--- src/rtl/alu_pkg.sv ---
// Shared opcode, flag-index and state definitions for the sequential ALU.
package alu_pkg;
   localparam logic [3:0] CMD_AND = 4'd0;
   localparam logic [3:0] CMD_XOR = 4'd1;
   localparam logic [3:0] CMD_SUB = 4'd2;
   localparam logic [3:0] CMD_RSB = 4'd3;
   localparam logic [3:0] CMD_ADD = 4'd4;
   localparam logic [3:0] CMD_ADC = 4'd5;
   localparam logic [3:0] CMD_SBC = 4'd6;
   localparam logic [3:0] CMD_MUL = 4'd9;
   localparam logic [3:0] CMD_CMP = 4'd10;
   localparam logic [3:0] CMD_OR  = 4'd12;

   localparam int FLAG_N = 3;
   localparam int FLAG_Z = 2;
   localparam int FLAG_C = 1;
   localparam int FLAG_V = 0;

   typedef enum logic {IDLE, MUL} state_t;
endpackage

--- src/rtl/alu_mul_iter.sv ---
// Iterative shift-add multiplier: one partial-product step per cycle, WIDTH steps per product.
module alu_mul_iter #(
   parameter int WIDTH = 32
) (
   input  logic             clk,
   input  logic             reset,
   input  logic             start,
   input  logic [WIDTH-1:0] a,
   input  logic [WIDTH-1:0] b,
   output logic             done,
   output logic [WIDTH-1:0] product
);
   localparam int CW = $clog2(WIDTH);

   logic [WIDTH-1:0] mcand_reg;
   logic [WIDTH-1:0] mplier_reg;
   logic [WIDTH-1:0] acc_reg;
   logic [WIDTH-1:0] acc_next;
   logic [CW-1:0]    count_reg;
   logic             run_reg;

   assign acc_next = acc_reg + (mplier_reg[0] ? mcand_reg : '0);
   // The final step's sum is handed out combinationally so the product lands on the done edge.
   assign done     = run_reg && (count_reg == '0);
   assign product  = acc_next;

   always_ff @(posedge clk or posedge reset) begin
      if (reset) begin
         mcand_reg  <= '0;
         mplier_reg <= '0;
         acc_reg    <= '0;
         count_reg  <= '0;
         run_reg    <= 1'b0;
      end else if (start) begin
         mcand_reg  <= a;
         mplier_reg <= b;
         acc_reg    <= '0;
         count_reg  <= CW'(WIDTH - 1);
         run_reg    <= 1'b1;
      end else if (run_reg) begin
         mcand_reg  <= mcand_reg << 1;
         mplier_reg <= mplier_reg >> 1;
         acc_reg    <= acc_next;
         if (count_reg == '0)
            run_reg <= 1'b0;
         else
            count_reg <= count_reg - 1'b1;
      end
   end
endmodule

--- src/rtl/alu_seq.sv ---
// Registered ALU with valid/ready handshakes, NZCV flags register and an iterative MUL.
module alu_seq
   import alu_pkg::*;
#(
   parameter int WIDTH  = 32,
   parameter bit MUL_EN = 1'b1
) (
   input  logic             clk,
   input  logic             reset,
   input  logic             in_valid,
   output logic             in_ready,
   input  logic [3:0]       cmd,
   input  logic             set_flags,
   input  logic [WIDTH-1:0] a,
   input  logic [WIDTH-1:0] b,
   output logic             out_valid,
   input  logic             out_ready,
   output logic [WIDTH-1:0] result,
   output logic [3:0]       flags,
   output logic             busy
);
   localparam int M = WIDTH - 1;

   state_t           state_reg;
   logic             out_valid_reg;
   logic [WIDTH-1:0] result_reg;
   logic [3:0]       flags_reg;
   logic             busy_reg;
   logic             mul_setf_reg;

   logic             accept;
   logic             is_mul;
   logic             mul_done;
   logic [WIDTH-1:0] mul_product;

   logic             legal, add_op, sub_op, op_cin;
   logic [WIDTH-1:0] op_m, op_s, logic_res, res_next;
   logic [WIDTH:0]   sum_w, diff_w;
   logic             c_next, v_next;
   logic [3:0]       flags_next;
   logic             wr_flags;

   assign in_ready  = (state_reg == IDLE) && (!out_valid_reg || out_ready);
   assign accept    = in_valid && in_ready;
   assign is_mul    = MUL_EN && (cmd == CMD_MUL);
   assign out_valid = out_valid_reg;
   assign result    = result_reg;
   assign flags     = flags_reg;
   assign busy      = busy_reg;

   alu_mul_iter #(.WIDTH(WIDTH)) u_mul (
      .clk     (clk),
      .reset   (reset),
      .start   (accept && is_mul),
      .a       (a),
      .b       (b),
      .done    (mul_done),
      .product (mul_product)
   );

   always_comb begin
      op_m      = a;
      op_s      = b;
      op_cin    = 1'b0;
      add_op    = 1'b0;
      sub_op    = 1'b0;
      legal     = 1'b1;
      logic_res = '0;
      case (cmd)
         CMD_AND: logic_res = a & b;
         CMD_XOR: logic_res = a ^ b;
         CMD_OR:  logic_res = a | b;
         CMD_ADD: add_op = 1'b1;
         CMD_ADC: begin add_op = 1'b1; op_cin = flags_reg[FLAG_C]; end
         CMD_SUB, CMD_CMP: sub_op = 1'b1;
         CMD_RSB: begin sub_op = 1'b1; op_m = b; op_s = a; end
         CMD_SBC: begin sub_op = 1'b1; op_cin = !flags_reg[FLAG_C]; end
         CMD_MUL: legal = MUL_EN;
         default: legal = 1'b0;
      endcase
   end

   // op_cin doubles as carry-in for add-class and borrow-in for subtract-class.
   assign sum_w  = {1'b0, a} + {1'b0, b} + (WIDTH+1)'(op_cin);
   assign diff_w = {1'b0, op_m} - {1'b0, op_s} - (WIDTH+1)'(op_cin);

   always_comb begin
      res_next = logic_res;
      c_next   = flags_reg[FLAG_C];
      v_next   = flags_reg[FLAG_V];
      if (add_op) begin
         res_next = sum_w[M:0];
         c_next   = sum_w[WIDTH];
         v_next   = (a[M] == b[M]) && (sum_w[M] != a[M]);
      end else if (sub_op) begin
         res_next = diff_w[M:0];
         c_next   = !diff_w[WIDTH];
         v_next   = (op_m[M] != op_s[M]) && (diff_w[M] != op_m[M]);
      end
      flags_next = {res_next[M], res_next == '0, c_next, v_next};
   end

   assign wr_flags = legal && (set_flags || cmd == CMD_CMP);

   always_ff @(posedge clk or posedge reset) begin
      if (reset) begin
         state_reg     <= IDLE;
         out_valid_reg <= 1'b0;
         result_reg    <= '0;
         flags_reg     <= 4'b0000;
         busy_reg      <= 1'b0;
         mul_setf_reg  <= 1'b0;
      end else begin
         case (state_reg)
            IDLE: begin
               if (accept) begin
                  if (is_mul) begin
                     state_reg     <= MUL;
                     busy_reg      <= 1'b1;
                     out_valid_reg <= 1'b0;
                     mul_setf_reg  <= set_flags;
                  end else begin
                     result_reg    <= res_next;
                     out_valid_reg <= 1'b1;
                     if (wr_flags)
                        flags_reg <= flags_next;
                  end
               end else if (out_ready) begin
                  out_valid_reg <= 1'b0;
               end
            end
            MUL: begin
               if (mul_done) begin
                  state_reg     <= IDLE;
                  busy_reg      <= 1'b0;
                  result_reg    <= mul_product;
                  out_valid_reg <= 1'b1;
                  if (mul_setf_reg) begin
                     flags_reg[FLAG_N] <= mul_product[M];
                     flags_reg[FLAG_Z] <= (mul_product == '0);
                  end
               end
            end
            default: state_reg <= IDLE;
         endcase
      end
   end
endmodule

--- config.mk ---
export PLATFORM = sky130hd
export DESIGN_NAME = alu_seq
export DESIGN_NICKNAME = d
export VERILOG_FILES = /design/src/rtl/alu_pkg.sv /design/src/rtl/alu_mul_iter.sv /design/src/rtl/alu_seq.sv
export SDC_FILE = /design/constraint.sdc
export NUM_CORES = 1
export LEC_CHECK = 0
export ABC_AREA = 1
export BUFFER_PORTS_ARGS = -buffer_cell sky130_fd_sc_hd__buf_2
export CAP_MARGIN = 10
export CORE_UTILIZATION = 50
export DETAILED_ROUTE_END_ITERATION = 12
export PLACE_DENSITY = 0.78
export SLEW_MARGIN = 25
export SYNTH_ARGS = -nofsm -noshare
export SYNTH_HDL_FRONTEND = slang
export SYNTH_SLANG_ARGS = --single-unit
export TNS_END_PERCENT = 100
--- constraint.sdc ---
create_clock -name clk -period 6.63 [get_ports clk]
set_input_delay 0.9945 -clock clk [delete_from_list [all_inputs] [get_ports clk]]
set_output_delay 0.9945 -clock clk [all_outputs]
set_load 0.01 [all_outputs]
Word level (Yosys, flattened, before mapping)
Cells that the tools add are included.

storage, ports and cells
  output and inout bits = 39
  flip-flop bits (word level) = 142

operators by class
  reduce and logical (&&, ||, !) cells = 28
  muxes and demuxes = 49
  equality and inequality tests = 21
  add/subtract/negate cells = 6
  bitwise operators = 5

operator list
  cell                  count
  $mux W32              14
  $pmux W32 S3          1
  $logic_not A32 Y1     2
  $pmux W32 S2          1
  $add A32 B32 Y33      1
  $add A33 B1 Y33       1
  $sub A32 B32 Y33      1
  $sub A33 B1 Y33       1
  $add A32 B32 Y32      1
  $and A32 B32 Y32      1
  $or A32 B32 Y32       1
  $xor A32 B32 Y32      1
  $mux W1               20
  $mux W5               3
  $eq A4 B3 Y1 const B  3
  $eq A4 B4 Y1 const B  3
  $mux W4               3
  $reduce_and A5 Y1     2
  $reduce_or A10 Y1     1
  $reduce_and A3 Y1     3
  $eq A4 B2 Y1 const B  2
  $ne A2 B2 Y1 const B  4
  $pmux W1 S2           4
  $logic_and A1 B1 Y1   7
  17 further kinds      28

Logic depth before layout (Yosys ltp)
Gate-level depths: netlist of the first run.

  word-level depth = 12
  mapped depth = 29

Cells and area by module
A second synthesis of the first run with hierarchy kept.

second synthesis, totals
  cells, all modules = 2578
  area total of the unflattened synthesis = 15548.7 um^2

modules (own cells, without submodules)
  module        seq. area each (um^2)  times used  cells each  area each (um^2)
  alu_seq       1001.0                 1           1576        8719.6
  alu_mul_iter  2552.4                 1           1002        6829.0

Worst setup path before layout of the first run
No wires, ideal clock.

  kind = input -> register
  from = input port cmd[3]
  to = register flags_reg[2] (netlist: flags[2])
  arrival = 4010 ps
  setup slack = 2548 ps
  stages = 22
  path buffers = 3
  cell sequence = buf_4 -> nor2_8 -> nand2_4 -> clkbuf_1 -> clkbuf_1 -> o21ai_0 -> fa_1 -> ha_1 -> or2_2 -> a21oi_2 -> nand2_2 -> nand2_2 -> nand2_1 -> nand2_1 -> nand3_1 -> nand3_1 -> nand3_1 -> nor2_1 -> nand3_2 -> nor3_2 -> nor2_1 -> nor2_1

between the ends
  longest elaborated chain between the ends = 11
  elaborated cells on any way between the ends = 35

ends and longest elaborated chain
  item                             line            source
  from (decl)                      alu_seq.sv:12   input logic [3:0] cmd,
  $eq A4 B2 Y1                     alu_seq.sv:69   case (cmd)
  $mux W32                         alu_seq.sv:69
  $sub A32 B32 Y33                 alu_seq.sv:85   assign diff_w = {1'b0, op_m} - {1'b0, op_s} - (WIDTH+1)'(op_cin);
  $sub A33 B1 Y33                  alu_seq.sv:85
  $mux W32                         alu_seq.sv:95   end else if (sub_op) begin
  $mux W32                         alu_seq.sv:91   if (add_op) begin
  $logic_not A32 Y1                alu_seq.sv:100  flags_next = {res_next[M], res_next == '0, c_next, v_next};
  $mux W4                          alu_seq.sv:125  if (wr_flags)
  $mux W4                          alu_seq.sv:117  if (is_mul) begin
  $mux W4                          alu_seq.sv:116  if (accept) begin
  $pmux W2 S2                      alu_seq.sv:114  case (state_reg)
  to (signal assigned)             alu_seq.sv:126  flags_reg <= flags_next;
  to (signal, indexed assignment)  alu_seq.sv:139  flags_reg[FLAG_N] <= mul_product[M];
  to (signal, indexed assignment)  alu_seq.sv:140  flags_reg[FLAG_Z] <= (mul_product == '0);
  to (decl)                        alu_seq.sv:27   logic [3:0] flags_reg;

Several ways; a longest one is shown, not always the timed one. The select of a mux whose other input is x is not followed.
A chain may end at the register's enable or synchronous reset.

Worst setup path in the final report of the first run
  from = input port cmd[1]
  to = register flags_reg[2] (netlist: flags[2])

Same word-level chain as after synthesis.

==> flow_summary_export.csv, run 1 <==
group,metric,value,unit
detailed_routing,drc_errors,0,
worst_hold_path,hold_path_origin,"result[17]",
floorplanning,pin_count,112,
sta,worst-slew-pin-transition,965,ps
detailed_routing,routed-via-count,17349,
critical_path,crit_required,7010,ps
sta,clock-skew-final,14.8,ps
floorplanning,floorplan.core_area,29600,um2
critical_path,r2r-start,"flags[1]",
cells_and_area,fillerInstances,3091,
clock_tree,clk_pin_slew_worst_paths,70,ps
logic_synthesis,yosys_warnings,0,
logic_synthesis,synthesis.nets,2629,
detailed_routing,number_of_nets_with_antenna_violations_after_detailed_routing,0,
clock_tree,tritoncts.num_buffers,17,
cells_and_area,multi_input_comb_area,9800,um2
logic_synthesis,synth_edf_count,0,
critical_path,timing.critical_path.fanout_max,68,
sta,final-max-slew-violation-count,0,
detailed_routing,drtPass1Iterations,6,
logic_synthesis,syn_area,15000,um2
critical_path,crit_arrival,4780,ps
placement,buffer_ports.inserted,111,
clock_tree,clock-sinks,142,
floorplanning,floorplan.die_area,30700,um2
global_route,grt_pass1_vias,16002,
cells_and_area,most-common-layout-cells,"sky130_fd_sc_hd__nand2_1, sky130_fd_sc_hd__inv_1, sky130_fd_sc_hd__nor2_1",
pwr,power.density_cell_area,302,nW/um2
logic_synthesis,postSynth.asyncResetShare,1.00,
clock_tree,clock_insertion_delay_at_the_later_pin_of_the_skew_report,460,ps
critical_path,worstSetupEndpointType,"register",
clock_tree,maximum_number_of_buffers_from_clock_root_to_sink,2,
sta,period_minus_slack,4390,ps
cells_and_area,layout.nets,2702,
critical_path,worst_reg_to_reg_path_cell_count,25,
sta,relSlewSlack,0.357,
global_route,grtUsageTotal,0.402,
cells_and_area,final_core_util,0.558,
status,run_status,"finished, final reports clean",
detailed_routing,detail_route.wirelength,61800,um
pwr,static-leakage-power,8.90,nW
global_route,grt_start_max_net_pins,77,
sta,layout_worst_path_cycle_share,0.663,
sta,fmax,228,MHz
clock_tree,cts_root_buffer,"sky130_fd_sc_hd__clkbuf_16",
floorplanning,die_w,175,um
sta,rsz0062_at_grt,"false",
logic_synthesis,ys_ff_latch,142,
global_route,antenna_found_initial,3,
detailed_routing,avgViaCountPerCell,5.98,
global_route,wire_length_of_the_first_global_routing_pass,93000,um
floorplanning,rows,63,
cells_and_area,layout-area-overhead-vs-synth,9.84,%
critical_path,setup.worst_path.start,"cmd[1]",
worst_hold_path,hold_depth,2,
pwr,worst_ir_drop_vdd,0.356,mV
floorplanning,initial_standard_cell_utilization_of_the_core,0.508,
clock_tree,cts_resized,0,
detailed_routing,initial_drc_count,2049,
logic_synthesis,synth_sequential_area_ratio,0.237,
cells_and_area,drive_gt1_frac,0.0789,
floorplanning,chipHeight,175,um
clock_tree,h-tree-depth,4,
sta,timing.final.hold_violations,0,
logic_synthesis,leading_register_cell_type_out_of_synthesis,"sky130_fd_sc_hd__dfrtp_1",
clock_tree,cts_hold_repair.buffers,0,
cells_and_area,final_cells,2902,
run,max_cap_viol_count,0,
clock_tree,count_of_buffers_added_by_post_cts_timing_repair_for_setup,0,
clock_tree,cts_tree,"yes",
placement,place_inst,2868,
logic_synthesis,syn-mean-instance-area,6.20,um2
cells_and_area,layout.cells.most_common,"sky130_fd_sc_hd__nand2_1",
critical_path,class_of_the_most_critical_setup_path,"input pin to register",
logic_synthesis,synth_cell_types,53,
global_route,globalRoute.totalOverflow,0,
sta,final.setup.tns,0,ps
detailed_routing,post_drt_wl_per_cell,21.3,um
critical_path,crit_path_start_kind,"input pin",
cells_and_area,area.sequential,3550,um2
placement,placed_cell_area,15900,um2
worst_hold_path,hold_path_class,"register to register",
cells_and_area,finalInstanceArea,16500,um2
placement,gp_congestion,1.06,
placement,hpwlAfterDp,48200,um
logic_synthesis,synth_cells,2424,
sta,setup_violations,0,
worst max-delay path, cell delays in order:
cell	delay, ps
sky130_fd_sc_hd__buf_2	150
sky130_fd_sc_hd__nand2_2	80
sky130_fd_sc_hd__clkinv_2	90
sky130_fd_sc_hd__nand2_4	530
sky130_fd_sc_hd__o21ai_0	230
sky130_fd_sc_hd__fa_1	490
sky130_fd_sc_hd__ha_1	350
sky130_fd_sc_hd__nand2_1	80
sky130_fd_sc_hd__nor2_1	170
sky130_fd_sc_hd__nand3_2	120
sky130_fd_sc_hd__nand2_2	110
sky130_fd_sc_hd__nand2_2	60
sky130_fd_sc_hd__nand2_1	140
sky130_fd_sc_hd__nand2_1	70
sky130_fd_sc_hd__nand3_1	100
sky130_fd_sc_hd__nand3_1	160
sky130_fd_sc_hd__nor2_1	140
sky130_fd_sc_hd__nand3_1	120
sky130_fd_sc_hd__nor2_1	160
sky130_fd_sc_hd__nand3_1	120
sky130_fd_sc_hd__nor3_2	130
sky130_fd_sc_hd__nor2_1	60
sky130_fd_sc_hd__nor2_1	80
cell usage after synthesis (2+ instances only):
cell type	n	area (um2)
sky130_fd_sc_hd__nor2_1	239	897
sky130_fd_sc_hd__buf_6	3	33.8
sky130_fd_sc_hd__inv_1	366	1370
sky130_fd_sc_hd__a21oi_1	135	676
sky130_fd_sc_hd__o21a_1	2	15.0
sky130_fd_sc_hd__o221ai_1	34	298
sky130_fd_sc_hd__buf_4	3	22.5
sky130_fd_sc_hd__o21ai_0	197	986
sky130_fd_sc_hd__or2_2	4	25.0
sky130_fd_sc_hd__buf_2	10	50.1
sky130_fd_sc_hd__inv_2	6	22.5
sky130_fd_sc_hd__nand2_2	10	62.6
sky130_fd_sc_hd__nand3b_1	20	150
sky130_fd_sc_hd__nand2_4	6	67.6
sky130_fd_sc_hd__a22o_1	13	114
sky130_fd_sc_hd__nand4_1	33	206
sky130_fd_sc_hd__nor4_1	3	18.8
sky130_fd_sc_hd__clkbuf_1	42	158
sky130_fd_sc_hd__o21bai_1	10	75.1
sky130_fd_sc_hd__a31oi_1	9	56.3
sky130_fd_sc_hd__ha_1	127	1590
sky130_fd_sc_hd__a211oi_1	4	30.0
sky130_fd_sc_hd__nand2_1	685	2570
sky130_fd_sc_hd__xnor2_1	5	43.8
sky130_fd_sc_hd__nor3_1	23	115
sky130_fd_sc_hd__o22ai_1	23	144
sky130_fd_sc_hd__fa_1	5	100
sky130_fd_sc_hd__nand3_2	4	40.0
sky130_fd_sc_hd__a22oi_1	11	82.6
sky130_fd_sc_hd__xor2_1	11	96.3
sky130_fd_sc_hd__nand3_1	171	856
sky130_fd_sc_hd__and2_1	5	31.3
sky130_fd_sc_hd__a21o_1	3	22.5
sky130_fd_sc_hd__a21boi_0	3	22.5
sky130_fd_sc_hd__a221oi_1	3	26.3
sky130_fd_sc_hd__dfrtp_1	142	3550
sky130_fd_sc_hd__buf_1	9	33.8
sky130_fd_sc_hd__o311ai_0	2	17.5
sky130_fd_sc_hd__o211ai_1	28	210
sky130_fd_sc_hd__o21ai_1	2	10.0
metrics by stage:
step	setup slack (ps)	total power (W)	hold slack, ps
3_5_place_dp	1850	0.00390	461
6_report	2240	0.00499	477
3_3_place_gp	1920	0.00384	450
5_1_grt	1910	0.00530	504
2_1_floorplan	1830	0.00303	455
4_1_cts	2300	0.00492	479
metal layers:
metal	track usage	wire [um]	vias to the layer above
met5	0	13	-
met2	0.612	26800	921
met3	0.0623	5630	126
li1	-	-	8102
met4	0.161	2240	2
met1	0.568	27100	8198
report_power, final:
part	internal, W	switching [W]	total (W)
Sequential	0.00121	0.000242	0.00145
Combinational	0.000788	0.00174	0.00253
Clock	0.000541	0.000470	0.00101
layout make-up:
cell class / instances / area share
tap: 390 / 0.0296
multi-input combinational: 1841 / 0.594
clock buffer: 18 / 0.0266
clock inverter: 14 / 0.00895
sequential: 142 / 0.215
antenna: 2 / 0.000303
inverter: 374 / 0.0856
timing repair buffer: 121 / 0.0394
cell families (layout without fill, tap and decap cells):
| group | count (synthesis) | count (layout) | share of synthesized area |
|---|---|---|---|
| fa+ha+maj | 132 | 132 | 0.112 |
| flops | 142 | 142 | 0.237 |
| xor+xnor | 16 | 16 | 0.00933 |
| buf+inv | 441 | 527 | 0.113 |
| simple gates | 1209 | 1209 | 0.340 |
| other cells | 0 | 2 | 0 |
| compound gates | 484 | 484 | 0.188 |
worst paths after layout:
path                                   endpoint  slack [ps]
max                                    flags[2]        2240
min                                  result[17]         480
max reg2reg                            flags[2]        2850
min reg2reg                          result[17]         480
max in group asynchronous  u_mul.mplier_reg[30]        4530
min in group asynchronous             result[2]         660
No activity file was read; power rests on OpenSTA's default activity.
==> inputs of run 2 (changes only) <==
--- a/config.mk
+++ b/config.mk
@@ -5,12 +5,12 @@
 export SDC_FILE = /design/constraint.sdc
 export NUM_CORES = 1
 export LEC_CHECK = 0
-export ABC_AREA = 1
+export ABC_AREA = 0
 export BUFFER_PORTS_ARGS = -buffer_cell sky130_fd_sc_hd__buf_2
 export CAP_MARGIN = 10
 export CORE_UTILIZATION = 50
 export DETAILED_ROUTE_END_ITERATION = 12
-export PLACE_DENSITY = 0.78
+export PLACE_DENSITY = 0.81
 export SLEW_MARGIN = 25
 export SYNTH_ARGS = -nofsm -noshare
 export SYNTH_HDL_FRONTEND = slang
==> constraint.sdc (replaced) <==
create_clock -name clk -period 4 [get_ports clk]
set_input_delay 0.6 -clock clk [delete_from_list [all_inputs] [get_ports clk]]
set_output_delay 0.6 -clock clk [all_outputs]
set_load 0.01 [all_outputs]
==> flow_summary_export.csv, run 2 <==
group,metric,value,unit
cells_and_area,layout.cells.most_common,"sky130_fd_sc_hd__buf_4",
global_route,grtUsageTotal,0.356,
detailed_routing,routed-via-count,16370,
floorplanning,die_w,172,um
pwr,power.share.combinational,0.556,
sta,rsz0062_at_grt,"true",
floorplanning,chipHeight,172,um
detailed_routing,number_of_nets_with_antenna_violations_after_detailed_routing,0,
cells_and_area,area.sequential,3560,um2
placement,gp_congestion,1.01,
critical_path,timing.critical_path.fanout_max,4,
critical_path,crit_required,4370,ps
critical_path,class_of_the_most_critical_setup_path,"input pin to register",
pwr,power.share.clock,0.193,
cells_and_area,most-common-layout-cells,"sky130_fd_sc_hd__buf_4, sky130_fd_sc_hd__nor2_1, sky130_fd_sc_hd__a21oi_1",
critical_path,crit_arrival,4700,ps
logic_synthesis,synth_edf_count,0,
logic_synthesis,postSynth.asyncResetShare,1.00,
clock_tree,h-tree-depth,4,
logic_synthesis,synth_cell_types,88,
floorplanning,rows,61,
clock_tree,clock-sinks,142,
logic_synthesis,synth.most_common_cell,"sky130_fd_sc_hd__nor2_1",
pwr,cell_internal_pwr,0.00563,W
pwr,power.density_cell_area,512,nW/um2
clock_tree,tritoncts.num_buffers,17,
logic_synthesis,synth_top_cell_area_share,0.247,
placement,place_ws,-860,ps
detailed_routing,drc_errors,0,
floorplanning,floorplan.core_area,28100,um2
pwr,static-leakage-power,9.04,nW
detailed_routing,drtPass1Iterations,7,
detailed_routing,detail_route.wirelength,53100,um
sta,fmax,231,MHz
logic_synthesis,synth_sequential_area_ratio,0.247,
global_route,globalRoute.totalOverflow,0,
cells_and_area,multi_input_comb_area,10400,um2
cells_and_area,layout.nets,2482,
sta,worst_hold_slack,301,ps
sta,worst-slew-pin-transition,861,ps
clock_tree,cts_root_buffer,"sky130_fd_sc_hd__clkbuf_16",
floorplanning,initial_standard_cell_utilization_of_the_core,0.513,
global_route,grt_pass1_vias,15252,
placement,placed_cell_area,17900,um2
sta,setup_ws,-325,ps
logic_synthesis,ys_ff_latch,142,
sta,relSlewSlack,0.426,
logic_synthesis,yosys_warnings,0,
sta,clock-skew-final,13.5,ps
detailed_routing,initial_drc_count,1744,
global_route,antenna_found_initial,0,
placement,buffer_ports.inserted,111,
logic_synthesis,synthDominantAreaCellType,"sky130_fd_sc_hd__dfrtp_1",
placement,place_inst,2621,
clock_tree,cts_hold_repair.buffers,0,
clock_tree,cts_tree,"yes",
worst_hold_path,hold_path_class,"input pin to asynchronous set/reset pin",
cells_and_area,finalInstanceArea,19100,um2
status,failed_checks,"setup timing",
logic_synthesis,synthesis.nets,2087,
pwr,worst_ir_drop_vdd,0.343,mV
logic_synthesis,yosys-top-cells-area,"sky130_fd_sc_hd__dfrtp_1, sky130_fd_sc_hd__ha_1, sky130_fd_sc_hd__a21oi_1",
detailed_routing,avgViaCountPerCell,6.14,
global_route,grt_start_max_net_pins,143,
floorplanning,floorplan.die_area,29500,um2
global_route,wire_length_of_the_first_global_routing_pass,81300,um
pwr,switching_power,0.00417,W
critical_path,worstSetupEndpointType,"register",
run,max_cap_viol_count,0,
placement,hpwlAfterDp,39500,um
logic_synthesis,synth_cells,1882,
critical_path,crit_path_start_kind,"input pin",
clock_tree,clock_insertion_delay_at_the_later_pin_of_the_skew_report,460,ps
pwr,share_seq_of_total_power,0.252,
clock_tree,clk_pin_slew_worst_paths,70,ps
floorplanning,pin_count,112,
cells_and_area,antennaDiodeCount,0,
cells_and_area,final_cells,2668,
pwr,power.switching_fraction,0.425,
cells_and_area,layout-area-overhead-vs-synth,32.8,%
logic_synthesis,post_synth_most_frequent_cells,"sky130_fd_sc_hd__nor2_1, sky130_fd_sc_hd__a21oi_1, sky130_fd_sc_hd__dfrtp_1",
logic_synthesis,syn-mean-instance-area,7.65,um2
logic_synthesis,syn_area,14400,um2
status,run_status,"finished with violations",
cells_and_area,fillerInstances,2330,
sta,layout_worst_path_cycle_share,1.08,
sta,setup_violations,2,
detailed_routing,post_drt_wl_per_cell,19.9,um
logic_synthesis,leading_register_cell_type_out_of_synthesis,"sky130_fd_sc_hd__dfrtp_1",
sta,timing.final.hold_violations,0,
cells_and_area,drive_gt1_frac,0.276,
sta,final-max-slew-violation-count,0,
clock_tree,maximum_number_of_buffers_from_clock_root_to_sink,2,
sta,period_minus_slack,4320,ps
run 2: layout make-up:
class,count,area share
well taps,378,0.0247
multi-input cells,1516,0.546
clock buffers,19,0.0232
repair buffers,490,0.187
clock inverters,13,0.0118
flip-flops and latches,142,0.186
inverters,110,0.0218
run 2: path summary, 6_finish.rpt:
kind,end,slack (ps),from,cells past startpoint
hold reg to reg,busy,480,busy,2
min in group clk,out_valid,320,out_ready,2
setup reg to reg,flags[2],-280,flags[1],17
max in group asynchronous,flags[1],3010,reset,3
setup / recovery,flags[2],-320,cmd[3],18
hold / removal,u_mul.count_reg[1],300,reset,3
run 2: critical path: stages:
cell and delay, ps:
sky130_fd_sc_hd__buf_6 100, sky130_fd_sc_hd__and4bb_4 400, sky130_fd_sc_hd__nand2_2 70, sky130_fd_sc_hd__o21ai_2 60, sky130_fd_sc_hd__fa_2 230, sky130_fd_sc_hd__inv_2 50, sky130_fd_sc_hd__fa_2 380, sky130_fd_sc_hd__nand2b_4 100
sky130_fd_sc_hd__a31oi_4 110, sky130_fd_sc_hd__o31a_4 320, sky130_fd_sc_hd__a2111oi_4 500, sky130_fd_sc_hd__o2111ai_2 210, sky130_fd_sc_hd__a31oi_2 250, sky130_fd_sc_hd__mux2i_1 240, sky130_fd_sc_hd__o211a_1 220, sky130_fd_sc_hd__o2111ai_1 130
sky130_fd_sc_hd__or4b_4 520, sky130_fd_sc_hd__o31ai_2 190
run 2: kinds of logic after synthesis:
group | share of synthesized area
simple gates | 0.200
compound gates | 0.256
buf+inv | 0.0593
flops | 0.247
fa+ha+maj | 0.117
mux | 0.0802
xor+xnor | 0.0395
run 2: metrics by stage:
step,total power [W],utilization,TNS [ps]
after floorplan,0.00547,-,-889
after global placement,0.00740,0.637,-5200
after detailed placement,0.00757,0.637,-6850
after CTS,0.00958,0.670,-158
after global routing,0.0103,0.681,-973
final,0.00980,0.681,-418
run 2: power groups by stage:
stage | Sequential [W] | Clock, W | Combinational, W
after floorplan | 0.00243 | 0 | 0.00304
after global placement | 0.00243 | 0 | 0.00497
after detailed placement | 0.00247 | 0 | 0.00510
after CTS | 0.00245 | 0.00188 | 0.00524
after global routing | 0.00252 | 0.00194 | 0.00589
final | 0.00246 | 0.00189 | 0.00545
run 2: metal layers:
| metal | track usage | wire length (um) | vias to the layer above | share of wire |
|---|---|---|---|---|
| met5 | 0 | 0 | - | 0 |
| li1 | - | - | 7560 | - |
| met4 | 0.155 | 2100 | 0 | 0.040 |
| met3 | 0.0504 | 4610 | 167 | 0.087 |
| met1 | 0.472 | 22000 | 7774 | 0.41 |
| met2 | 0.576 | 24400 | 869 | 0.46 |
run 2: timing repair:
item / in CTS / in global routing
setup buffers: 7 / 9
endpoints found under the setup margin: 6 / 11
gates cloned: 0 / 2
pin swaps: 20 / 32
resized for setup: 49 / 51
==> inputs of run 3 (changes only) <==
--- a/config.mk
+++ b/config.mk
@@ -11,6 +11,7 @@
 export CORE_UTILIZATION = 50
 export DETAILED_ROUTE_END_ITERATION = 12
 export PLACE_DENSITY = 0.81
+export SETUP_SLACK_MARGIN = 0.1
 export SLEW_MARGIN = 25
 export SYNTH_ARGS = -nofsm -noshare
 export SYNTH_HDL_FRONTEND = slang
==> flow_summary_export.csv, run 3 (synthesis gave the netlist of run 2 again) <==
group,metric,value,unit
critical_path,crit_path_start_kind,"input pin",
floorplanning,pin_count,112,
global_route,wire_length_of_the_first_global_routing_pass,82400,um
cells_and_area,layout.cells.most_common,"sky130_fd_sc_hd__buf_4",
pwr,power.share.combinational,0.570,
pwr,switching_power,0.00425,W
global_route,grtUsageTotal,0.359,
global_route,grt_start_max_net_pins,76,
worst_hold_path,hold_path_class,"input pin to asynchronous set/reset pin",
floorplanning,initial_standard_cell_utilization_of_the_core,0.513,
cells_and_area,layout.nets,2499,
sta,relSlewSlack,0.403,
cells_and_area,finalInstanceArea,19300,um2
global_route,antenna_found_initial,0,
pwr,power.share.clock,0.179,
run,max_cap_viol_count,0,
cells_and_area,antennaDiodeCount,0,
cells_and_area,layout-area-overhead-vs-synth,34.1,%
global_route,globalRoute.totalOverflow,0,
detailed_routing,detail_route.wirelength,53300,um
sta,final-max-slew-violation-count,0,
floorplanning,floorplan.core_area,28100,um2
detailed_routing,drtPass1Iterations,6,
detailed_routing,number_of_nets_with_antenna_violations_after_detailed_routing,0,
clock_tree,maximum_number_of_buffers_from_clock_root_to_sink,2,
floorplanning,chipHeight,172,um
clock_tree,clock_insertion_delay_at_the_later_pin_of_the_skew_report,450,ps
pwr,cell_internal_pwr,0.00551,W
placement,gp_congestion,1.00,
critical_path,crit_required,4370,ps
sta,clock-skew-final,16.7,ps
pwr,power.switching_fraction,0.435,
detailed_routing,avgViaCountPerCell,6.09,
sta,setup_ws,-288,ps
critical_path,timing.critical_path.fanout_max,4,
detailed_routing,post_drt_wl_per_cell,19.9,um
sta,setup_violations,2,
sta,period_minus_slack,4290,ps
pwr,total_power,0.00976,W
detailed_routing,routed-via-count,16353,
sta,timing.final.hold_violations,0,
floorplanning,die_w,172,um
detailed_routing,drc_errors,0,
clock_tree,cts_tree,"yes",
placement,hpwlAfterDp,40300,um
floorplanning,floorplan.die_area,29500,um2
clock_tree,clk_pin_slew_worst_paths,80,ps
pwr,worst_ir_drop_vdd,0.305,mV
status,run_status,"finished with violations",
sta,layout_worst_path_cycle_share,1.07,
clock_tree,cts_hold_repair.buffers,0,
status,failed_checks,"setup timing",
placement,placed_cell_area,17900,um2
sta,rsz0062_at_grt,"true",
floorplanning,rows,61,
sta,fmax,233,MHz
cells_and_area,drive_gt1_frac,0.287,
placement,buffer_ports.inserted,111,
global_route,grt_pass1_vias,15753,
critical_path,worstSetupEndpointType,"register",
pwr,static-leakage-power,9.11,nW
cells_and_area,most-common-layout-cells,"sky130_fd_sc_hd__buf_4, sky130_fd_sc_hd__nor2_1, sky130_fd_sc_hd__a21oi_1",
clock_tree,cts_root_buffer,"sky130_fd_sc_hd__clkbuf_16",
clock_tree,clock-sinks,142,
clock_tree,h-tree-depth,4,
critical_path,crit_arrival,4650,ps
critical_path,class_of_the_most_critical_setup_path,"input pin to register",
cells_and_area,fillerInstances,2306,
detailed_routing,initial_drc_count,1686,
pwr,share_seq_of_total_power,0.251,
sta,worst-slew-pin-transition,893,ps
clock_tree,tritoncts.num_buffers,17,
pwr,power.density_cell_area,506,nW/um2
-- run 3: changes by cell type in the layout (fill, tap and decap cells not counted), moves of 4 or more --
cell / previous run / this run
sky130_fd_sc_hd__nor3_1: 50 / 55
sky130_fd_sc_hd__a21oi_1: 230 / 222
sky130_fd_sc_hd__buf_4: 367 / 380
sky130_fd_sc_hd__nand2_1: 128 / 124
sky130_fd_sc_hd__a21oi_2: 7 / 12
sky130_fd_sc_hd__nor3_2: 7 / 2
sky130_fd_sc_hd__buf_6: 5 / 12
-- run 3: area by class of cell --
cell class	instances	area, um2	share of cell area
well taps	378	473	0.0245
clock inverters	15	194	0.0100
multi-input cells	1516	10600	0.547
repair buffers	507	3680	0.191
inverters	110	417	0.0216
flip-flops and latches	142	3560	0.184
clock buffers	17	425	0.0220
-- run 3: per-layer routing --
layer  wire length [um]  part of all wire  global-route usage
met5                  0                 0                   0
met2              24400              0.46               0.583
met4               2260             0.042               0.152
met3               4820             0.090              0.0746
met1              21800              0.41               0.460
-- run 3: final timing paths --
check | startpoint | endpoint | slack [ps] | cells after the start
setup reg to reg | flags[1] | flags[2] | -270 | 17
min in group clk | out_ready | out_valid | 340 | 2
max in group asynchronous | reset | u_mul.acc_reg[28] | 2780 | 3
hold reg to reg | result[29] | result[29] | 490 | 1
setup / recovery | cmd[2] | flags[2] | -290 | 18
hold / removal | reset | u_mul.count_reg[0] | 310 | 2
-- run 3: repair_timing --
action / 4_1_cts / 5_1_grt
pin swaps: 31 / 49
gates resized for setup: 74 / 65
endpoints found under the setup margin: 10 / 15
hold endpoints to repair: 0 / 0
cloned: 0 / 1
buffers inserted: 8 / 18
-- run 3: critical path, stage by stage --
cell	delay [ps]
sky130_fd_sc_hd__buf_8	100
sky130_fd_sc_hd__and4bb_4	370
sky130_fd_sc_hd__nand2_2	60
sky130_fd_sc_hd__o21ai_2	60
sky130_fd_sc_hd__fa_2	240
sky130_fd_sc_hd__inv_2	50
sky130_fd_sc_hd__fa_2	420
sky130_fd_sc_hd__nand2b_4	110
sky130_fd_sc_hd__a31oi_4	100
sky130_fd_sc_hd__o31a_4	320
sky130_fd_sc_hd__a2111oi_4	470
sky130_fd_sc_hd__o2111ai_2	200
sky130_fd_sc_hd__a31oi_2	260
sky130_fd_sc_hd__mux2i_1	220
sky130_fd_sc_hd__o211a_1	210
sky130_fd_sc_hd__o2111ai_2	120
sky130_fd_sc_hd__or4b_4	550
sky130_fd_sc_hd__o31ai_4	160
-- run 3: per-stage QoR --
step / hold slack [ps] / setup TNS [ps] / setup slack, ps / cells / util
after CTS: 336 / -136 / -136 / 2668 / 0.673
after global placement: 468 / -5600 / -801 / 2629 / 0.638
after global routing: 353 / -1070 / -420 / 2685 / 0.687
final: 312 / -401 / -288 / 2685 / 0.687
after floorplan: 469 / -908 / -630 / 1882 / -
after detailed placement: 480 / -6980 / -859 / 2629 / 0.638
-- run 3: power by group through the flow --
stage	clock, W	sequential [W]	combinational [W]
global placement	0	0.00242	0.00501
finish	0.00175	0.00245	0.00556
floorplan	0	0.00243	0.00305
CTS	0.00174	0.00244	0.00530
detailed placement	0	0.00246	0.00513
global route	0.00180	0.00251	0.00601
